### src/rtl/shift_sequencer.sv
// Multi-cycle shifter: up to StepMax bit positions per SHIFT cycle, N = ceil(amount/StepMax) SHIFT cycles after accept.
// One request in flight; InReady only in IDLE, result held in DONE until OutReady is seen.
module shift_sequencer #(
  parameter int DataWidth = 32,
  parameter int StepMax   = 4
) (
  input  logic                         Clock,
  input  logic                         Reset,
  input  logic                         InValid,
  output logic                         InReady,
  input  logic [DataWidth-1:0]         DataA,
  input  logic [$clog2(DataWidth)-1:0] ShiftAmount,
  input  logic [1:0]                   ShiftMode,
  output logic                         OutValid,
  input  logic                         OutReady,
  output logic [DataWidth-1:0]         Result,
  output logic                         Busy
);

  localparam int AmtW = $clog2(DataWidth);
  localparam logic [AmtW:0] StepLim  = (AmtW+1)'(StepMax);
  localparam logic [AmtW:0] WidthLim = (AmtW+1)'(DataWidth);

  typedef enum logic [1:0] {
    IDLE  = 2'd0,
    SHIFT = 2'd1,
    DONE  = 2'd2
  } state_t;

  state_t               state_q;
  logic [DataWidth-1:0] data_q;
  logic [DataWidth-1:0] shifted;
  logic [AmtW-1:0]      remaining_q;
  logic [AmtW-1:0]      remaining_nxt;
  logic [1:0]           mode_q;
  logic [AmtW:0]        rem_ext;
  logic [AmtW:0]        step;
  logic [AmtW:0]        rot_back;

  always_comb begin
    rem_ext       = {1'b0, remaining_q};
    step          = (rem_ext > StepLim) ? StepLim : rem_ext;
    rot_back      = WidthLim - step;
    remaining_nxt = remaining_q - step[AmtW-1:0];
    shifted       = data_q;
    case (mode_q)
      2'd0:    shifted = data_q << step;
      2'd1:    shifted = data_q >> step;
      // Sign comes from the current MSB, which every earlier step has preserved.
      2'd2:    shifted = $signed(data_q) >>> step;
      default: shifted = (data_q << step) | (data_q >> rot_back);
    endcase
  end

  always_ff @(posedge Clock or posedge Reset) begin
    if (Reset) begin
      state_q     <= IDLE;
      data_q      <= '0;
      remaining_q <= '0;
      mode_q      <= 2'd0;
    end else begin
      case (state_q)
        IDLE: begin
          if (InValid) begin
            data_q      <= DataA;
            remaining_q <= ShiftAmount;
            mode_q      <= ShiftMode;
            state_q     <= (ShiftAmount != '0) ? SHIFT : DONE;
          end
        end
        SHIFT: begin
          data_q      <= shifted;
          remaining_q <= remaining_nxt;
          if (remaining_nxt == '0) state_q <= DONE;
        end
        DONE: begin
          if (OutReady) state_q <= IDLE;
        end
        default: state_q <= IDLE;
      endcase
    end
  end

  // Reset gates InReady so nothing is taken on the release edge's neighbourhood.
  assign InReady  = (state_q == IDLE) && !Reset;
  assign OutValid = (state_q == DONE);
  assign Busy     = (state_q != IDLE);
  assign Result   = data_q;

endmodule

### config.mk
export PLATFORM = sky130hd
export DESIGN_NAME = shift_sequencer
export DESIGN_NICKNAME = d
export VERILOG_FILES = /design/src/rtl/shift_sequencer.sv
export SDC_FILE = /design/constraint.sdc
export NUM_CORES = 1
export LEC_CHECK = 0
export ABC_AREA = 1
export CAP_MARGIN = 20
export CORE_MARGIN = 2
export CORE_UTILIZATION = 40
export DETAILED_ROUTE_END_ITERATION = 6
export GPL_TIMING_DRIVEN = 0
export PLACE_DENSITY = 0.62
export SLEW_MARGIN = 15
export SYNTH_ARGS = -nofsm -noshare
export SYNTH_HDL_FRONTEND = slang
export SYNTH_SLANG_ARGS = --single-unit
### constraint.sdc
create_clock -name Clock -period 4.4 [get_ports Clock]
set_clock_uncertainty 0.2 [all_clocks]
set_input_delay 0.88 -clock Clock [delete_from_list [all_inputs] [get_ports Clock]]
set_output_delay 0.88 -clock Clock [all_outputs]
set_load 0.02 [all_outputs]
==> reports/results.ini <==
[synthesis]
synth_fp_nets = 1012
synthXorXnorAreaFrac = 0.00169
synth-seq-area-share = 0.198
syn_inst = 967
yosys.area_share.simple = 0.583
synth_seq_cells = 41
netlist-cell-type-count = 38
synth_area_um2 = 5190
synth_top_family_by_area = simple AND/OR/NAND/NOR gates
synth_fa_ha_area_frac = 0.00482
ys_warn_count = 0
synth_compound_area_frac = 0.0990
synth_mux_area_frac = 0.00193
syn-mean-instance-area_um2 = 5.37

[drt]
ant_nets = 0
drtIter0Drc = 1019
routed_wl_mm = 26.3
wire_per_inst_um = 21.5
via_count = 7231
drc_errors = 0
viasPerCell = 5.90
drtPass1Iterations = 6

[global_routing]
use_met1 = 0.497
use_met3 = 0.114
grtUsageMet2 = 0.549
grt.busiest_layer = met2
grt_pass1_vias = 6772
grt_start_max_net_pins = 22
overflow = 0
grt_antenna_before_repair = 0
grt_pass1_wl_mm = 39.5
grtUsageTotal = 0.374

[cts]
numCtsBuffers = 5
clk_path_buf_depth = 2
postCtsHoldBufs = 0
cts_resized = 0
post-cts-setup-buffer-count = 0
clkSlewWorstSetupHoldPaths_ns = 0.07
clock_latency_ns = 0.30
clock-root-buffer = clkbuf_16
h-tree-depth = 2
cts_tree = built
clock_sinks = 41

[timing]
slew_headroom = 0.407
rsz0062_at_grt = no
tns_ns = 0
timing.fmax_mhz = 268
fin_crit_sh = 0.849
setup_viol = 0
final.min_clock_period_ns = 3.74
whs_ns = 0.315
finalHoldViolCount = 0
worstMarginPinSlew_ns = 0.890
report.final.slew_viol_count = 0

[layout]
final_layout_size_suffix_gt1_frac = 0.0693
area_growth_pct = 22.3
nets = 1097
diodes = 0
instances_no_fill = 1225

[die]
die_height_um = 118
ios = 78
dieArea_um2 = 13900
fp-row-count = 41
die_x_um = 118
start_util = 0.410
design.core.area_um2 = 12700

[run_status]
run_status = finished, final reports clean

[power]
ir_drop_v = 0.000421
p_leak_nw = 3.24
powerDensity_nw_per_um2 = 1030
power_w = 0.00653

[setup_path]
path_class = flop to flop
crit_fanout = 10
cp-startpoint = remaining_q[2]
rr_startpoint = remaining_q[2]
start_kind = flop
end_kind = flop
critical_path_arrival_ns = 3.72
required_ns = 4.38

[min_path]
hp-class = flop to flop
min_from = Result[14]

[placed_design]
port-buffer-count = 77
gp_congestion = 1.05
hpwl_mm = 19.8
dp_cells = 1217

[run]
maxCapViolCount = 0

-- area by class of cell --
class	count	area, um2
Sequential cell	41	1030
Buffer	54	264
Multi-Input combinational cell	789	3590
Clock inverter	2	15.0
Timing Repair Buffer	78	798
Fill cell	1460	6320
Tap cell	172	215
Clock buffer	6	129
Inverter	83	312
-- power by group --
part,internal (W),switching [W]
combinational,0.00160,0.00376
clock,0.000211,0.000174
sequential,0.000590,0.000189
-- synth_stat cells --
cell      count  share of area
a211oi_1      1         0.0014
a21boi_1      1         0.0014
a21oi_1      29          0.028
a31oi_1       2         0.0024
buf_1         1        0.00072
buf_2        25          0.024
buf_4         4         0.0058
buf_6         2         0.0043
clkbuf_1     22          0.016
conb_1        1        0.00072
dfrtp_1      41           0.20
ha_1          2         0.0048
inv_1        70          0.051
inv_2        13         0.0094
mux2i_1       1         0.0019
nand2_1     349           0.25
nand2_2       6         0.0072
nand2_4       1         0.0022
nand3_1     193           0.19
nand3_2       1         0.0019
nand3_4       1         0.0034
nand3b_1      3         0.0043
nand4_1      19          0.023
nand4_2       3         0.0072
nor2_1      101          0.073
nor2_2        1         0.0012
nor2_4        5          0.011
nor2_8        1         0.0039
nor3_1        6         0.0058
nor4_1        1         0.0012
o211ai_1     11          0.016
o21a_1        1         0.0014
o21ai_0      24          0.023
o21ai_1      19          0.018
o21ai_2       1         0.0017
o22ai_1       2         0.0024
o31ai_1       2         0.0029
xor2_1        1         0.0017
-- cells by family (layout without fill, tap and decap cells) --
logic type / Yosys count / count (layout)
DFF: 41 / 41
xor gates and xnor gates: 1 / 1
buffers and inverters: 137 / 223
muxes: 1 / 1
adders and majority gates: 2 / 2
other: 1 / 1
AOI/OAI and AO/OA: 93 / 93
and+or+nand+nor: 691 / 691
-- metrics by stage --
stage	setup slack (ns)	utilization	cell area, um2
finish	0.664	0.501	6350
global route	0.544	0.501	6350
detailed placement	0.836	0.490	6210
floorplan	1.73	-	5190
global placement	0.846	0.488	6180
CTS	0.828	0.501	6350
-- worst max-delay path, stage by stage (launching register included) --
cell and delay (ns):
dfrtp_1 0.39, inv_2 0.08, buf_4 0.20, nand3_2 0.12, buf_2 0.32, buf_2 0.33, ha_1 0.27, clkbuf_1 0.21
inv_1 0.18, clkbuf_1 0.51, nand2_1 0.15, nand3_1 0.15, nand2_1 0.06, nand2_1 0.05, nand3_1 0.20, nand2_1 0.11
o21ai_1 0.07
-- layout by cell type (no fill, tap or decap), types with 3 or more instances in the layout --
master | synthesis | final
inv_1 | 70 | 69
nand4_2 | 3 | 3
nor2_1 | 101 | 101
nand2_2 | 6 | 6
clkdlybuf4s50_1 | 0 | 77
clkbuf_16 | 0 | 5
a21oi_1 | 29 | 29
buf_2 | 25 | 25
nand2_1 | 349 | 349
nand4_1 | 19 | 19
o21ai_1 | 19 | 19
nor2_4 | 5 | 5
dfrtp_1 | 41 | 41
nand3b_1 | 3 | 3
o21ai_0 | 24 | 24
inv_2 | 13 | 14
nand3_1 | 193 | 193
nor3_1 | 6 | 6
buf_4 | 4 | 4
clkbuf_1 | 22 | 23
o211ai_1 | 11 | 11
-- state kept, by name, summed over array words and instances (netlist names) --
register	count
Result	32
remaining_q	5
mode_q	2
state_q	2
-- routing by layer --
layer	share of wire	up-vias
met2	0.42	516
met5	0	-
met4	0.050	0
li1	-	3336
met1	0.41	3266
met3	0.12	113
-- path summary, 6_finish.rpt --
kind                       slack [ns]             end  cells past startpoint
max                              0.66      Result[18]                     16
min                              0.32      Result[14]                      2
max reg2reg                      0.66      Result[18]                     16
min reg2reg                      0.32      Result[14]                      2
max in group asynchronous        2.74      Result[20]                      3
min in group asynchronous        0.76  remaining_q[1]                      2
No activity file was read; power rests on OpenSTA's default activity.
